===== config.mk =====
export PLATFORM = sky130hd
export DESIGN_NAME = gate_tt_sequencer
export DESIGN_NICKNAME = d
export VERILOG_FILES = /design/src/rtl/gate_tt_pkg.sv /design/src/rtl/gate_tt_sequencer.sv
export SDC_FILE = /design/constraint.sdc
export NUM_CORES = 1
export LEC_CHECK = 0
export ABC_CLOCK_PERIOD_IN_PS = 4390
export CORE_MARGIN = 2
export CORE_UTILIZATION = 30
export CTS_BUF_LIST = sky130_fd_sc_hd__clkbuf_8
export CTS_CLUSTER_SIZE = 40
export DETAILED_ROUTE_END_ITERATION = 10
export PLACE_DENSITY = 0.58
export SLEW_MARGIN = 15
export SYNTH_ARGS = -nofsm -noshare
export SYNTH_HDL_FRONTEND = slang
export SYNTH_SLANG_ARGS = --single-unit
export TNS_END_PERCENT = 10

===== constraint.sdc =====
create_clock -name clk -period 4.39 [get_ports clk]
set_clock_uncertainty 0.15 [all_clocks]
set_input_delay 0.878 -clock clk [delete_from_list [all_inputs] [get_ports clk]]
set_output_delay 0.878 -clock clk [all_outputs]
set_load 0.1 [all_outputs]

===== src/rtl/gate_tt_pkg.sv =====
// Shared definitions for the logic-gate truth-table sequencer: function bit
// indices, FSM states and the golden gate model.
package gate_tt_pkg;

  localparam int GT_AND  = 0;
  localparam int GT_OR   = 1;
  localparam int GT_NOT  = 2;
  localparam int GT_NAND = 3;
  localparam int GT_NOR  = 4;
  localparam int GT_XOR  = 5;
  localparam int GT_XNOR = 6;
  localparam int GT_NUM  = 7;

  typedef enum logic [1:0] {
    ST_IDLE   = 2'd0,
    ST_SETTLE = 2'd1,
    ST_DONE   = 2'd2
  } gt_state_t;

  function automatic logic [GT_NUM-1:0] gt_expected(input logic a, input logic b);
    logic [GT_NUM-1:0] e;
    e          = '0;
    e[GT_AND]  = a & b;
    e[GT_OR]   = a | b;
    e[GT_NOT]  = ~a;
    e[GT_NAND] = ~(a & b);
    e[GT_NOR]  = ~(a | b);
    e[GT_XOR]  = a ^ b;
    e[GT_XNOR] = ~(a ^ b);
    return e;
  endfunction

endpackage


===== src/rtl/gate_tt_sequencer.sv =====
// Sweeps gate inputs a/b through 00,01,10,11, samples gate_out after a settle
// delay, and records the truth table, a sticky per-function error mask and pass.
module gate_tt_sequencer
  import gate_tt_pkg::*;
#(
  parameter int unsigned SETTLE_CYCLES = 4
) (
  input  logic                clk,
  input  logic                rst,
  input  logic                start,
  input  logic [GT_NUM-1:0]   gate_out,
  output logic                a_drv,
  output logic                b_drv,
  output logic                busy,
  output logic                done,
  output logic                pass,
  output logic [1:0]          vec_idx,
  output logic [4*GT_NUM-1:0] table_out,
  output logic [GT_NUM-1:0]   err_mask
);

  localparam logic [7:0] CNT_INIT = 8'(SETTLE_CYCLES - 1);

  gt_state_t           state_q, state_d;
  logic [7:0]          cnt_q, cnt_d;
  logic [1:0]          vec_q, vec_d;
  logic [4*GT_NUM-1:0] tbl_q, tbl_d;
  logic [GT_NUM-1:0]   err_q, err_d;
  logic                busy_q, busy_d;
  logic                done_q, done_d;
  logic                pass_q, pass_d;
  logic [GT_NUM-1:0]   err_new;

  always_ff @(posedge clk or posedge rst) begin
    if (rst) begin
      state_q <= ST_IDLE;
      cnt_q   <= '0;
      vec_q   <= '0;
      tbl_q   <= '0;
      err_q   <= '0;
      busy_q  <= 1'b0;
      done_q  <= 1'b0;
      pass_q  <= 1'b0;
    end else begin
      state_q <= state_d;
      cnt_q   <= cnt_d;
      vec_q   <= vec_d;
      tbl_q   <= tbl_d;
      err_q   <= err_d;
      busy_q  <= busy_d;
      done_q  <= done_d;
      pass_q  <= pass_d;
    end
  end

  always_comb begin
    state_d = state_q;
    cnt_d   = cnt_q;
    vec_d   = vec_q;
    tbl_d   = tbl_q;
    err_d   = err_q;
    busy_d  = busy_q;
    done_d  = done_q;
    pass_d  = pass_q;
    // Drives are the index bits themselves, so expected() uses the applied vector.
    err_new = err_q | (gate_out ^ gt_expected(vec_q[1], vec_q[0]));

    case (state_q)
      ST_IDLE, ST_DONE: begin
        if (start) begin
          state_d = ST_SETTLE;
          cnt_d   = CNT_INIT;
          vec_d   = 2'd0;
          tbl_d   = '0;
          err_d   = '0;
          busy_d  = 1'b1;
          done_d  = 1'b0;
          pass_d  = 1'b0;
        end
      end
      ST_SETTLE: begin
        if (cnt_q != 8'd0) begin
          cnt_d = cnt_q - 8'd1;
        end else begin
          for (int k = 0; k < 4; k++) begin
            if (vec_q == 2'(k)) tbl_d[k*GT_NUM +: GT_NUM] = gate_out;
          end
          err_d = err_new;
          if (vec_q == 2'd3) begin
            state_d = ST_DONE;
            busy_d  = 1'b0;
            done_d  = 1'b1;
            pass_d  = (err_new == '0);
          end else begin
            vec_d = vec_q + 2'd1;
            cnt_d = CNT_INIT;
          end
        end
      end
      default: state_d = ST_IDLE;
    endcase
  end

  assign a_drv     = vec_q[1];
  assign b_drv     = vec_q[0];
  assign vec_idx   = vec_q;
  assign table_out = tbl_q;
  assign err_mask  = err_q;
  assign busy      = busy_q;
  assign done      = done_q;
  assign pass      = pass_q;

endmodule


======== Word level (Yosys, flattened, before mapping) ========
Index checks and enable logic that the tools add are counted.
operators by class
  bitwise logic cells ..................... 9
  equality and inequality tests ........... 13
  multiplexer cells ....................... 33
  reduce and logical (&&, ||, !) cells .... 14
  add/subtract/negate cells ............... 2
operators with widths
  cell                 count
  $mux 28              2
  $pmux 28 s2          1
  $mux 7               6
  $mux 8               3
  $reduce_and 4->1     5
  $pmux 8 s2           1
  $ne 2x2->1 const B   7
  $pmux 7 s2           1
  $mux 2               6
  $reduce_and 3->1     3
  $mux 1               8
  $pmux 2 s2           2
  $reduce_bool 8->1    1
  $sub 8x1->8 const B  1
  $logic_not 7->1      1
  $or 7x7->7           1
  $xor 7x7->7          1
  $eq 2x2->1 const B   3
  $pmux 1 s2           3
  $eq 2x1->1 const B   2
  $logic_not 2->1      2
  $not 1->1            4
  $ne 3x3->1 const B   1
  $add 2x1->2 const B  1
  other kinds (5)      5
word-level totals
  output and inout bits ................... 42
  bits in registers ....................... 50
  input port bits ......................... 10
  logic and storage cells ................. 82

======== Depth between registers and ports, before layout ========
  depth after elaboration ................. 8
  depth in mapped cells ................... 7
  gate-level depth less buffers ........... 6

======== Worst setup path after synthesis ========
OpenSTA, ideal clock, no wires.
  kind .................................... register to register
  from .................................... register vec_q[0], in the netlist vec_idx[0]
  to ...................................... register pass_q, in the netlist pass
  path slack .............................. 1654 ps
  setup time .............................. 120 ps
  period minus slack after synthesis ...... 2736 ps
  required time ........................... 4120 ps
  arrival time ............................ 2466 ps
  buffers on the path ..................... 2
  stages on the path, launching flop included .. 8
  cells stage by stage .................... dfrtp_1 -> ha_1 -> clkbuf_1 -> inv_1 -> nor4_1 -> buf_2 -> nor2_1 -> a31o_2
between the ends
  cells in the longest elaborated chain, start to end .. 8
  elaborated cells between the ends (all ways) .. 15
  classes of those cells .................. eq/ne (2); mux (3); bitwise (8); reduce/logical (2)
RTL lines
  what                                 line                                                     RTL
  from (decl)                          gate_tt_sequencer.sv:26                                  logic [1:0] vec_q, vec_d;
  from (signal assigned)               gate_tt_sequencer.sv:47                                  vec_q <= vec_d;
  $and 1x1->1 (tied with other cells)  gate_tt_pkg.sv:23, gate_tt_pkg.sv:26
  $not 1->1 (on tied branches)         gate_tt_pkg.sv:26, gate_tt_pkg.sv:27, gate_tt_pkg.sv:29
  $xor 7x7->7                          gate_tt_sequencer.sv:66                                  err_new = err_q | (gate_out ^ gt_expected(vec_q[1], vec_q[0]));
  $or 7x7->7                           gate_tt_sequencer.sv:66
  $logic_not 7->1                      gate_tt_sequencer.sv:93                                  pass_d = (err_new == '0);
  $mux 1                               gate_tt_sequencer.sv:89                                  if (vec_q == 2'd3) begin
  $mux 1                               gate_tt_sequencer.sv:82                                  if (cnt_q != 8'd0) begin
  $pmux 1 s2                           gate_tt_sequencer.sv:68                                  case (state_q)
  to (signal assigned)                 gate_tt_sequencer.sv:52                                  pass_q <= pass_d;
  to (decl)                            gate_tt_sequencer.sv:31                                  logic pass_q, pass_d;
Parallel ways exist; a longest one is shown, timed or not. The select of a mux whose other input is x is not followed.
A chain may end at the register's enable or synchronous reset.

======== Final worst setup path ========
  from .................................... register vec_q[1], in the netlist vec_idx[1]
  to ...................................... output a_drv
RTL lines
  what       line                     RTL
  to (decl)  gate_tt_sequencer.sv:12  output logic a_drv,
No word-level cell between the ends.

==> run summary <==
number of global-route vias before repair: 1,955
H-tree Lvls: 2
Tmin final: 3.03 ns
sum of buffers and inverters on the critical path: 1
ANT nets after route: 0
Mapped Avg Cell Area: 9.21 µm²
Worst Setup End Kind: primary output
crit path DAT: 2.00 ns
total CTS buffers: 5
Die ar.: 8620 µm²
First DRT Iteration DRCs: 151
slowest CP cell: clkdlybuf4s50_1
total global routing overflow: 0
Req. time, crit path: 3.36 ns
FF-to-FF End: cnt_q[0]
worst-margin pin slew: 1.09 ns
DP Wirelength: 4090 µm
drt first pass iters: 4
Levels on crit path: 1
setup ws final: 1.36 ns
area delta synth->final: 29.2%
proportion of synthesized area in mux cells: 1.37%
Post-route DRC: 0
Setup Fix Bufs, Post-CTS: 0
worst r2r path cells: 6
clock transition at the registers of the reported paths: 0.09 ns
Synth Area in Compound Gates: 12.9%
Total GRT Usage: 14.3%
Max-Cap Viols: 0
commonest cells after routing, fill and taps aside: 66 x nand2_1, 51 x clkdlybuf4s50_1, 50 x dfrtp_1, 29 x o21ai_0, 14 x nor2_1
ant diodes: 0
worst setup path endpoint: a_drv
Seq. cell area: 1250 µm²
Synth cell types: 37
Hold Path Class: flip-flop to flip-flop
Worst R2R Setup Slack: 1.41 ns
post-synthesis cell count: 257
routed vias: 1,982
cts repair resizes: 0
Post-Place Setup Slack: 1.44 ns
Startpoint Class: flip-flop
area of the multi-input gates: 1020 µm²
crit-path cells: clkdlybuf4s50_1
# placed instances: 399
number of buffers added on ports: 51
Ys Warns: 0
CP Class: flip-flop to primary output
worst-path maximum fanout: 7
worst-skew pair later-pin latency: 0.30 ns
Net Count, Synth: 273
std cell rows: 32
Simple-Gate Fraction of Synth Area: 22.5%
TritonCTS clock tree: yes
period utilisation layout: 69.0%
clock root buffer: clkbuf_8
Crit path largest cell delay: 1.19 ns
die width: 92.8 µm
Synth Area in Adders: 3.17%
FF+latch count, synth: 50
DP Area: 2960 µm²
final instance area: 3060 µm²
first-pass GRT wire length: 9720 µm
largest net degree at the start of global routing: 51
final setup fails: 0
most common cell after layout, fill and taps aside: nand2_1
Routed WL: 5860 µm
xor/xnor share of the synthesized area: 2.59%
Max clock buf depth: 2
fin nets: 320
main combinational cell family by area after synthesis: simple AND/OR/NAND/NOR gates
Die Span Y: 92.8 µm
crit path from: vec_idx[1]
initial antenna violation count: 0
status: complete, no violations
Final Max Tran Viols: 0
Vias per Instance: 4.87
hold buffers post-CTS: 0
routability cong.: 0.853
maximum clock frequency: 330 MHz
FILL cells: 792
share of cells above drive strength 1: 7.54%
Cell Area, Synth: 2370 µm²
crit-path leading delay family: buffers and inverters
RSZ-0062 raised after global routing: no
Clock Sinks: 50
WL/cell: 14.4 µm
Initial Utilization: 30.8%
I/O pin count: 52
FF-to-FF Start: cnt_q[0]
final cell count without fillers: 407
final hold viol count: 0
core box area: 7690 µm²
sequential area share after synthesis: 52.9%
Setup TNS: 0 ns
Slew HR: 26.8%
-- logic make-up after synthesis --
logic type	count (synthesis)
simple gates	114
xor+xnor	7
mux	3
flops	50
buf+inv	25
fa+ha+maj	6
compound gates	52
-- flip-flops by register name, summed over array words and instances, names as in the netlist --
register and count:
state_q 2, table_out 28, done 1, err_mask 7, vec_idx 2, pass 1, cnt_q 8, busy 1
-- worst reg2reg max path, delay by kind of cell (launching register included) --
kind / cells / cell delay (ns)
flops: 1 / 0.38
mux: 1 / 0.36
simple gates: 2 / 1.36
buf+inv: 1 / 0.12
compound gates: 1 / 0.29
fa+ha+maj: 1 / 0.21
-- per-layer routing --
metal	vias up	GRT usage [%]	wire length [µm]
li1	959	-	-
met1	946	19.5	2780
met2	66	22.0	2610
met3	11	3.25	302
met4	0	5.88	165
met5	-	0	0
-- synthesized netlist by cell type (all sizes together) --
| library cell | number | area (µm²) |
|---|---|---|
| o31ai | 1 | 7.51 |
| a31o | 1 | 8.76 |
| xnor2 | 4 | 35.0 |
| nor2b | 2 | 12.5 |
| o221ai | 3 | 26.3 |
| xor2 | 3 | 26.3 |
| mux2i | 1 | 10.0 |
| nand3b | 1 | 7.51 |
| o21a | 4 | 30.0 |
| ha | 6 | 75.1 |
| nand3 | 1 | 5.00 |
| dfrtp | 50 | 1250 |
| mux2 | 2 | 22.5 |
| or4 | 2 | 18.8 |
| inv | 12 | 45.0 |
| a31oi | 1 | 6.26 |
| or3 | 5 | 31.3 |
| a21oi | 6 | 30.0 |
| nand2b | 4 | 25.0 |
| nand2 | 66 | 248 |
| o211ai | 1 | 12.5 |
| o31a | 1 | 8.76 |
| or3b | 3 | 26.3 |
| nor4 | 8 | 50.1 |
| nor3 | 3 | 15.0 |
| o21ai | 32 | 160 |
| nand4 | 2 | 12.5 |
| nor2 | 17 | 81.3 |
| a41oi | 1 | 8.76 |
| a21o | 1 | 7.51 |
| buf | 5 | 32.5 |
| clkbuf | 8 | 30.0 |
-- through the flow --
| step | hold slack [ns] | util [%] |
|---|---|---|
| after floorplan | 0.345 | - |
| after global routing | 0.401 | 39.8 |
| after detailed placement | 0.348 | 38.6 |
| after CTS | 0.380 | 39.7 |
| final | 0.374 | 39.8 |
| after global placement | 0.358 | 38.6 |
-- worst min-delay path by stage --
stage / startpoint / end / slack (ns) / cells past startpoint
6_report: table_out[3] / table_out[3] / 0.37 / 2
5_1_grt: table_out[3] / table_out[3] / 0.40 / 2
4_1_cts: table_out[3] / table_out[3] / 0.38 / 2
3_5_place_dp: busy / busy / 0.35 / 2
3_3_place_gp: cnt_q[1] / cnt_q[1] / 0.36 / 1
2_1_floorplan: cnt_q[1] / cnt_q[1] / 0.34 / 1
-- area by class of cell --
type	instances	share of cell area (%)
Inverter	12	1.51
Multi-Input combinational cell	182	33.4
Sequential cell	50	40.9
Tap cell	102	4.17
Clock buffer	5	2.25
Clock inverter	3	0.573
Timing Repair Buffer	53	17.2
Power is left out: the tool's default activity adds up to more than one toggle a clock period on the data nets, which glitch-free logic cannot reach.
